[src/rtl/bus_hold_arbiter.sv]
// DMA hold/acknowledge arbiter with a bus-cycle wait-state and ready-timeout generator.
// Arbitration FSM and wait generator share only clk/reset and run independently.
//
// state   | meaning
// --------+------------------------------------------------------------
// IDLE    | bus with CPU, waiting for a request while CPU is passive/unlocked
// SYNC    | request seen once, confirming it is still valid
// HOLD    | holda/aen asserted, picking the winning channel
// GRANT   | dack asserted to the selected channel
// RELEASE | one dead cycle handing the bus back before re-arbitration
module bus_hold_arbiter #(
    parameter int NCH    = 4,
    parameter int ROTATE = 0,
    parameter int WS_IO  = 1,
    parameter int WS_MEM = 0,
    parameter int TMO    = 255
) (
    input  logic           clk,
    input  logic           reset,
    input  logic [2:0]     s_n,
    input  logic           lock_n,
    input  logic [NCH-1:0] hrq,
    input  logic           eop,
    input  logic           cmd_start,
    input  logic           cmd_io,
    input  logic           io_ch_rdy,
    output logic           holda,
    output logic           aen,
    output logic [NCH-1:0] dack,
    output logic           rdy,
    output logic           bus_err
);

    localparam int              SELW      = $clog2(NCH);
    localparam logic [SELW-1:0] LAST_INIT = SELW'(NCH - 1);
    localparam int              TW        = $clog2(TMO + 1);
    localparam logic [TW-1:0]   TMO_TC    = TW'(TMO - 1);
    localparam logic [3:0]      WS_IO_V   = 4'(WS_IO);
    localparam logic [3:0]      WS_MEM_V  = 4'(WS_MEM);

    typedef enum logic [2:0] {
        IDLE    = 3'd0,
        SYNC    = 3'd1,
        HOLD    = 3'd2,
        GRANT   = 3'd3,
        RELEASE = 3'd4
    } state_t;

    state_t          state, state_nxt;
    logic [SELW-1:0] sel, sel_nxt;
    logic [SELW-1:0] last_served, last_nxt;
    logic [SELW-1:0] winner;
    logic [SELW-1:0] idx_s;
    logic            found;
    int              idx;
    logic            bus_free;
    logic            holda_nxt;
    logic [NCH-1:0]  dack_nxt;

    assign bus_free = (|hrq) && (s_n == 3'b111) && lock_n;

    // Search starts at channel 0 (fixed) or just past the last served channel (rotating).
    always_comb begin
        winner = '0;
        found  = 1'b0;
        idx    = 0;
        idx_s  = '0;
        for (int i = 0; i < NCH; i++) begin
            if (ROTATE != 0) begin
                idx = (int'(last_served) + 1 + i) % NCH;
            end else begin
                idx = i;
            end
            idx_s = SELW'(idx);
            if (!found && hrq[idx_s]) begin
                winner = idx_s;
                found  = 1'b1;
            end
        end
    end

    always_comb begin
        state_nxt = state;
        sel_nxt   = sel;
        last_nxt  = last_served;
        case (state)
            IDLE: begin
                if (bus_free) begin
                    state_nxt = SYNC;
                end
            end
            SYNC: begin
                state_nxt = bus_free ? HOLD : IDLE;
            end
            HOLD: begin
                if (|hrq) begin
                    sel_nxt   = winner;
                    state_nxt = GRANT;
                end else begin
                    state_nxt = RELEASE;
                end
            end
            GRANT: begin
                if (!hrq[sel] || eop) begin
                    last_nxt  = sel;
                    state_nxt = RELEASE;
                end
            end
            RELEASE: begin
                state_nxt = IDLE;
            end
            default: begin
                state_nxt = IDLE;
            end
        endcase
        holda_nxt = (state_nxt == HOLD) || (state_nxt == GRANT);
        dack_nxt  = '0;
        if (state_nxt == GRANT) begin
            dack_nxt = NCH'(1) << sel_nxt;
        end
    end

    // Outputs are flopped from the next-state decode so they track the state register glitch-free.
    always_ff @(posedge clk or posedge reset) begin
        if (reset) begin
            state       <= IDLE;
            sel         <= '0;
            last_served <= LAST_INIT;
            holda       <= 1'b0;
            aen         <= 1'b0;
            dack        <= '0;
        end else begin
            state       <= state_nxt;
            sel         <= sel_nxt;
            last_served <= last_nxt;
            holda       <= holda_nxt;
            aen         <= holda_nxt;
            dack        <= dack_nxt;
        end
    end

    logic [3:0]    wcnt;
    logic [3:0]    wcnt_dec;
    logic [3:0]    ws_load;
    logic [TW-1:0] tcnt;
    logic          to_cond;
    logic          to_fire;

    assign wcnt_dec = (wcnt != 4'd0) ? (wcnt - 4'd1) : 4'd0;
    assign ws_load  = cmd_io ? WS_IO_V : WS_MEM_V;
    assign to_cond  = !rdy && (wcnt == 4'd0) && !io_ch_rdy;
    assign to_fire  = to_cond && (tcnt == TMO_TC) && !cmd_start;

    // rdy is low only inside a command; a new cmd_start always restarts the wait sequence.
    always_ff @(posedge clk or posedge reset) begin
        if (reset) begin
            wcnt    <= 4'd0;
            tcnt    <= '0;
            rdy     <= 1'b1;
            bus_err <= 1'b0;
        end else begin
            bus_err <= to_fire;
            if (cmd_start) begin
                wcnt <= ws_load;
                tcnt <= '0;
                rdy  <= (ws_load == 4'd0) && io_ch_rdy;
            end else begin
                wcnt <= wcnt_dec;
                tcnt <= (to_cond && !to_fire) ? (tcnt + TW'(1)) : '0;
                if (!rdy) begin
                    rdy <= to_fire || ((wcnt_dec == 4'd0) && io_ch_rdy);
                end
            end
        end
    end

endmodule

[config.mk]
export PLATFORM = sky130hd
export DESIGN_NAME = bus_hold_arbiter
export DESIGN_NICKNAME = d
export VERILOG_FILES = /design/src/rtl/bus_hold_arbiter.sv
export SDC_FILE = /design/constraint.sdc
export NUM_CORES = 1
export LEC_CHECK = 0
export CORE_MARGIN = 2
export CORE_UTILIZATION = 44
export CTS_CLUSTER_SIZE = 30
export DETAILED_ROUTE_END_ITERATION = 6
export GPL_ROUTABILITY_DRIVEN = 0
export PLACE_DENSITY = 0.79
export SLEW_MARGIN = 20
export SYNTH_ARGS = -nofsm -noshare
export SYNTH_HDL_FRONTEND = slang
export SYNTH_SLANG_ARGS = --single-unit
[constraint.sdc]
create_clock -name clk -period 1.5 [get_ports clk]
set_input_delay 0.225 -clock clk [delete_from_list [all_inputs] [get_ports clk]]
set_output_delay 0.225 -clock clk [all_outputs]
set_load 0.02 [all_outputs]
* Word-level counts from Yosys, hierarchy flattened
Index checks and enable logic that the tools add are counted.
Operators by class: add/sub/neg operators 2, multiply operators 0, muxes and demuxes 23, bitwise logic cells 0, equal/unequal tests 7, magnitude comparators 1, reduce and logical (&&, ||, !) cells 29, shift operators 1, div/mod/pow operators 0
Operators by type and width (count):
- $mux W8 | 2
- $eq A3 B2 Y1 const B | 4
- $logic_and A1 B1 Y1 | 12
- $logic_not A4 Y1 | 3
- $mux W4 | 3
- $pmux W3 S4 | 1
- $mux W2 | 5
- $mux W3 | 3
- $add A8 B1 Y8 const B | 1
- $eq A8 B8 Y1 const B | 1
- $logic_not A1 Y1 | 8
- $mux W1 | 8
- $reduce_bool A4 Y1 | 1
- $reduce_or A4 Y1 | 1
- $shl A1 B2 Y4 const A | 1
- $sub A4 B1 Y4 const B | 1
- $eq A3 B1 Y1 const B | 1
- $eq A3 B3 Y1 const B | 1
- $logic_not A3 Y1 | 1
- $logic_or A1 B1 Y1 | 3
- $lt A2 B3 Y1 const B | 1
- $bmux W1 S2 | 1
Word-level totals: register bits 24, memories kept 0, ROM bits 0, latch bits 0, RAM bits 0, bits of input ports 14

* Logic depth before layout (Yosys ltp)
Gate-level depths: netlist (run 1).
depth in word-level cells 14, depth in mapped cells 6, mapped depth without buffers 6

* Least setup slack after synthesis (run 1)
Ideal clock, no wire load.
path kind register to register, start reg sel[0], end reg dack[3], period minus slack after synthesis 1573 ps, data arrival time 1453 ps, slack -73 ps, stages on the path, launching flop included 5, required time 1380 ps, path through dfrtp_1 mux4_2 and3b_1 o21ai_4 and3b_1
Between the ends: word-level cells in the longest chain between the ends 8
RTL lines:
- start: declaration | line 50 | logic [SELW-1:0] sel, sel_nxt;
- start signal: assignment | line 134 | sel <= sel_nxt;
- $bmux W1 S2 | line 104 | if (!hrq[sel] || eop) begin
- $mux W1 (not written as such) | line 104
- $logic_not A1 Y1 | line 104
- $logic_or A1 B1 Y1 | line 104
- $mux W3 | line 104
- $pmux W3 S4 | line 86 | case (state)
- $eq A3 B2 Y1 | line 118 | if (state_nxt == GRANT) begin
- $mux W4 (*) | line 118
- via dack_nxt[3] | line 58 | logic [NCH-1:0] dack_nxt;
- end signal: assignment | line 138 | dack <= dack_nxt;
- end: declaration | line 29 | output logic [NCH-1:0] dack,
Mark *: on every way through the listed nets, which the timed path passes. The rest lies on a longest branch. The select of a mux whose other input is x is not followed.

* Final worst setup path (run 1)
Same ends and word-level chain as after synthesis.

==> flow_metrics.py, run 1 <==
metrics = {
    "drt": {
        "dr.pass1.iters": 4,
        "vias": 845,
        "vias_per_cell": 5.12,
        "drtIter0Drc": 8,
        "routed_wl_um": 2230,
        "antenna_left": 0,
        "post_drt_wl_per_cell_um": 13.5,
        "drcViolationCount": 0,
    },
    "sta": {
        "drv_slew": 0,
        "rsz0062_at_grt": "true",
        "tns_ns": -0.508,
        "setup_viol": 8,
        "min_period_ns": 1.61,
        "max_freq_mhz": 621,
        "period_share_pct": 107,
        "final-hold-violation-count": 0,
        "clock_skew_ns": 0.00144,
        "slew_headroom_pct": 72.5,
        "worst_pin_slew_ns": 0.412,
        "setup_slack_ns": -0.110,
    },
    "worst_setup_path": {
        "start_kind": "flip-flop",
        "crit_type": "reg -> reg",
        "crit_fanout": 5,
        "required_ns": 1.71,
        "cp.arrival_ns": 1.82,
        "r2r-start": "sel[0]",
        "startpoint": "sel[0]",
        "end_kind": "flip-flop",
    },
    "synth": {
        "ys_async_sr_fraction_pct": 100,
        "yosysMostFrequentCell": "dfrtp_1",
        "ys.flop_type": "dfrtp_1",
        "synthDominantCellAreaShare_pct": 52.9,
        "seq_area_frac_synth_pct": 55.3,
        "netlist_area_um2": 1090,
        "synth_cell_type_count": 31,
        "synth_area_leaders": "dfrtp_1, nor2_1, a21oi_1, xor2_1, nor3b_1",
        "avgSynthCellArea_um2": 11.5,
        "synth.net_count": 111,
        "synth_edf_count": 0,
        "syn_inst": 95,
        "synth_common_cells": "dfrtp_1, nor2_1, a21oi_1",
        "ys_ff_latch": 24,
        "ys_warn_count": 0,
        "yosysTopAreaCell": "dfrtp_1",
    },
    "placement": {
        "hpwl_um": 1640,
        "port_buffers": 21,
    },
    "pwr": {
        "power_density_nw_per_um2": 832,
        "p_int_uw": 982,
        "clkPwrFrac_pct": 25.1,
        "leakagePower_uw": 0.000803,
        "seqPwrFrac_pct": 53.8,
        "net-switching-power_uw": 324,
        "p_sw_share_pct": 24.8,
        "combPwrFrac_pct": 21.1,
        "ir_worst_vdd_v": 0.000860,
    },
    "grt": {
        "grt_overflow": 0,
        "grt_max_degree": 17,
        "met3_usage_pct": 6.39,
        "globalRouteMet2Util_pct": 31.5,
        "grt_util_met1_pct": 21.2,
        "grtUsageTotal_pct": 17.9,
        "antenna_found_initial": 0,
        "top_usage_layer": "met2",
        "first_global_vias": 850,
        "grt_first_pass_wirelength_um": 3680,
    },
    "clock_network": {
        "cts_tree": "built",
        "clock-sinks": 24,
        "cts_max_level": 1,
        "clk_latency_ns": 0.31,
        "cts_buffer_depth": 2,
        "cts_hold_buf": 0,
        "cts-buffers-inserted": 3,
        "path_clk_slew_ns": 0.12,
        "clockRootBuffer": "clkbuf_4",
    },
    "die": {
        "start_util_pct": 45.2,
        "die_area_um2": 2890,
        "die_h_um": 53.7,
        "die_w_um": 53.7,
        "rows": 18,
        "io_pins": 22,
        "core_area_um2": 2410,
    },
    "hold_path": {
        "hp-class": "in -> async",
    },
    "layout": {
        "fillers": 177,
        "antenna_cells": 0,
        "synthToLayoutAreaGrowth_pct": 44.3,
        "drive_gt1_share_pct": 28.9,
        "post-route-util_pct": 65.2,
        "fin_nets": 152,
    },
    "outcome": {
        "outcome": "finished with violations",
        "violations": "setup timing",
    },
    "job": {
        "drv_cap": 0,
    },
}
==> final cells by class <==
class | count | area [µm²] | share of cell area, %
Timing Repair Buffer | 37 | 364 | 23.2
Inverter | 2 | 7.51 | 0.478
Sequential cell | 24 | 602 | 38.3
Clock buffer | 4 | 36.3 | 2.31
Tap cell | 30 | 37.5 | 2.39
Multi-Input combinational cell | 68 | 523 | 33.3
==> power groups by stage <==
stage / clock (µW) / combinational (µW) / sequential, µW
floorplan: 0 / 106 / 721
global placement: 0 / 234 / 714
detailed placement: 0 / 241 / 715
CTS: 340 / 253 / 702
global route: 361 / 298 / 708
finish: 328 / 276 / 702
==> worst paths after layout <==
kind	slack (ns)	endpoint	cells past startpoint
min in group clk	0.37	sel[0]	3
setup / recovery	-0.11	dack[3]	4
max in group asynchronous	0.90	tcnt[4]	3
setup reg to reg	-0.11	dack[3]	4
hold / removal	0.19	tcnt[0]	2
hold reg to reg	0.50	tcnt[0]	1
==> critical path, stage by stage (launching register included) <==
cell and delay, ns:
dfrtp_1 0.39, mux4_2 0.49, and3b_2 0.25, o21ai_4 0.18, and3b_1 0.20
==> logic make-up (layout without fill, tap and decap cells) <==
kind of cell	count (synthesis)	after routing	synth area share [%]
AND/OR/NAND/NOR	44	44	24.8
flip-flops	24	24	55.3
AO/OA/AOI/OAI	14	14	8.51
XOR/XNOR	7	7	5.63
buffers and inverters	3	43	1.38
adder cells (fa/ha/maj)	2	2	2.30
multiplexers	1	1	2.07
==> metal layers <==
| layer | vias up | part of all wire, % |
|---|---|---|
| li1 | 419 | - |
| met3 | 4 | 3.8 |
| met2 | 13 | 51 |
| met1 | 409 | 44 |
| met4 | 0 | 1.3 |
| met5 | - | 0 |
==> registers in the layout, indices dropped and copies added, names as in the netlist <==
signal   count
bus_err      1
state        3
wcnt         4
rdy          1
tcnt         8
sel          2
aen          1
dack         4
==> through the flow <==
stage               cells  setup slack, ns  hold WS, ns  instance area, µm²  power (µW)
finish                165           -0.110        0.186                1570        1310
global route          165           -0.182        0.207                1570        1370
CTS                   163           -0.115        0.188                1500        1300
detailed placement    157           -0.458        0.479                1430         956
global placement      157           -0.419        0.468                1430         947
floorplan              95          -0.0463        0.239                1090         828
==> layout by cell type, fill, tap and decap left out, types with 3 or more instances in the layout <==
| cell type | count |
|---|---|
| a21oi_1 | 7 |
| buf_4 | 13 |
| clkbuf_4 | 3 |
| clkdlybuf4s50_1 | 11 |
| dfrtp_1 | 23 |
| dlygate4sd2_1 | 3 |
| dlymetal6s2s_1 | 7 |
| nand2_1 | 3 |
| nand3_1 | 4 |
| nor2_1 | 10 |
| nor3_1 | 3 |
| xnor2_1 | 3 |
| xor2_1 | 4 |
==> what timing repair did <==
action / 4_1_cts / 5_1_grt
pin swaps: 1 / 2
cloned: 0 / 0
resized for setup: 10 / 15
buffers inserted: 2 / 2
setup endpoints to repair: 17 / 19
Power figures use the tool's default switching activity.
==> inputs of run 2 (changes only) <==
--- a/config.mk
+++ b/config.mk
@@ -5,12 +5,12 @@
 export SDC_FILE = /design/constraint.sdc
 export NUM_CORES = 1
 export LEC_CHECK = 0
-export CORE_MARGIN = 2
+export CAP_MARGIN = 10
 export CORE_UTILIZATION = 44
 export CTS_CLUSTER_SIZE = 30
 export DETAILED_ROUTE_END_ITERATION = 6
 export GPL_ROUTABILITY_DRIVEN = 0
-export PLACE_DENSITY = 0.79
+export PLACE_DENSITY = 0.73
 export SLEW_MARGIN = 20
 export SYNTH_ARGS = -nofsm -noshare
 export SYNTH_HDL_FRONTEND = slang
==> flow_metrics.py, run 2 (same netlist as run 1, synthesis figures left out) <==
metrics = {
    "clock_network": {
        "clockRootBuffer": "clkbuf_4",
        "clk_latency_ns": 0.31,
        "clock-sinks": 24,
        "cts_hold_buf": 0,
        "cts_max_level": 1,
        "path_clk_slew_ns": 0.13,
        "cts_tree": "built",
        "cts-buffers-inserted": 3,
        "cts_buffer_depth": 2,
    },
    "grt": {
        "grt_overflow": 0,
        "grtUsageTotal_pct": 19.5,
        "antenna_found_initial": 0,
        "grt_max_degree": 25,
        "first_global_vias": 942,
        "grt_first_pass_wirelength_um": 3830,
    },
    "pwr": {
        "leakagePower_uw": 0.000763,
        "p_total_uw": 1270,
        "power_density_nw_per_um2": 843,
        "ir_worst_vdd_v": 0.000630,
    },
    "worst_setup_path": {
        "end_kind": "flip-flop",
        "slowest_stage": "mux4_2",
        "cpLargestDelayFamily": "multiplexers",
        "crit_type": "reg -> reg",
        "crit_fanout": 4,
        "cp.arrival_ns": 1.80,
        "cp_cell_sequence": "mux4_2 > and3b_1 > o21ai_4 > buf_4 > nor3b_1",
        "crit_buf_inv": 1,
        "cpPeakStageDelay_ns": 0.50,
        "start_kind": "flip-flop",
        "required_ns": 1.70,
    },
    "layout": {
        "fillers": 173,
        "final_common_cell": "dfrtp_1",
        "largest_register_ffs": 8,
        "fin_nets": 150,
        "largest-register": "tcnt",
        "antenna_cells": 0,
        "layout_common_cells": "dfrtp_1, buf_4, clkdlybuf4s50_1, nor2_1, a21oi_1",
        "reg_top3": "tcnt: 8 flops, dack: 4 flops, wcnt: 4 flops",
        "drive_gt1_share_pct": 23.3,
        "fin_cells": 161,
        "post-route-util_pct": 66.4,
        "synthToLayoutAreaGrowth_pct": 38.9,
    },
    "sta": {
        "final-hold-violation-count": 0,
        "min_period_ns": 1.60,
        "max_freq_mhz": 625,
        "clock_skew_ns": 0.00290,
        "tns_ns": -0.536,
        "worst_pin_slew_ns": 0.382,
        "drv_slew": 0,
        "setup_viol": 6,
        "period_share_pct": 107,
        "setup_slack_ns": -0.101,
        "slew_headroom_pct": 74.3,
        "rsz0062_at_grt": "true",
    },
    "placement": {
        "dp_slack_ns": -0.467,
        "port_buffers": 21,
        "hpwl_um": 1570,
        "dp_cells": 155,
    },
    "drt": {
        "vias_per_cell": 5.35,
        "antenna_left": 0,
        "drcViolationCount": 0,
        "drtIter0Drc": 7,
        "vias": 862,
        "dr.pass1.iters": 3,
        "routed_wl_um": 2130,
        "post_drt_wl_per_cell_um": 13.3,
    },
    "outcome": {
        "outcome": "finished with violations",
        "violations": "setup timing",
    },
    "die": {
        "die_h_um": 51.7,
        "rows": 17,
        "io_pins": 22,
        "die_area_um2": 2680,
        "start_util_pct": 47.8,
        "core_area_um2": 2280,
        "die_w_um": 51.7,
    },
    "job": {
        "drv_cap": 0,
    },
    "hold_path": {
        "hp-class": "in -> async",
    },
}
[run 2: timing repair]
item / CTS / global route
setup endpoints to repair: 11 / 21
gates resized for setup: 6 / 10
buffers inserted: 2 / 0
cloned: 0 / 0
pin swaps: 1 / 0
[run 2: final cells by class]
type                            count  area [µm²]  area share (%)
Inverter                            2        7.51           0.497
Sequential cell                    24         602            39.8
Tap cell                           28        35.0            2.32
Multi-Input combinational cell     68         507            33.5
Clock buffer                        4        36.3            2.40
Timing Repair Buffer               35         324            21.4
[run 2: report_power, final]
part / leakage (µW) / switching [µW] / internal, µW
clock: 0.0000210 / 193 / 148
combinational: 0.000415 / 106 / 120
sequential: 0.000327 / 24.9 / 681
[run 2: final timing paths]
check / startpoint / to / slack, ns / cells after the start
max: sel[0] / dack[1] / -0.10 / 5
min: reset / aen / 0.22 / 3
max reg2reg: sel[0] / dack[1] / -0.10 / 5
min reg2reg: tcnt[0] / tcnt[0] / 0.50 / 1
max in group asynchronous: reset / rdy / 0.99 / 3
min in group clk: cmd_io / wcnt[0] / 0.48 / 3
[run 2: worst register-to-register path: cells and delay by family (launching register included)]
| kind | cells | cell delay (ns) |
|---|---|---|
| mux | 1 | 0.50 |
| simple gates | 2 | 0.28 |
| compound gates | 1 | 0.17 |
| buf+inv | 1 | 0.15 |
| flops | 1 | 0.40 |
[run 2: routing by layer]
| layer | up-vias | share of wire [%] | global-route usage, % |
|---|---|---|---|
| met4 | 0 | 1.7 | 8.11 |
| met5 | - | 0 | 0 |
| li1 | 415 | - | - |
| met3 | 5 | 2.2 | 2.63 |
| met2 | 10 | 54 | 36.8 |
| met1 | 432 | 42 | 21.7 |
[run 2: metrics by stage]
stage | instance area, µm² | hold WS (ns)
6_report | 1510 | 0.222
5_1_grt | 1510 | 0.292
4_1_cts | 1470 | 0.236
3_5_place_dp | 1420 | 0.480
3_3_place_gp | 1420 | 0.473
2_1_floorplan | 1090 | 0.239
==> inputs of run 3 (changes only) <==
--- a/config.mk
+++ b/config.mk
@@ -5,7 +5,7 @@
 export SDC_FILE = /design/constraint.sdc
 export NUM_CORES = 1
 export LEC_CHECK = 0
-export CAP_MARGIN = 10
+export CAP_MARGIN = 20
 export CORE_UTILIZATION = 44
 export CTS_CLUSTER_SIZE = 30
 export DETAILED_ROUTE_END_ITERATION = 6
==> results of run 3 <==
The final DEF is identical to that of run 2; final timing and power are the same.
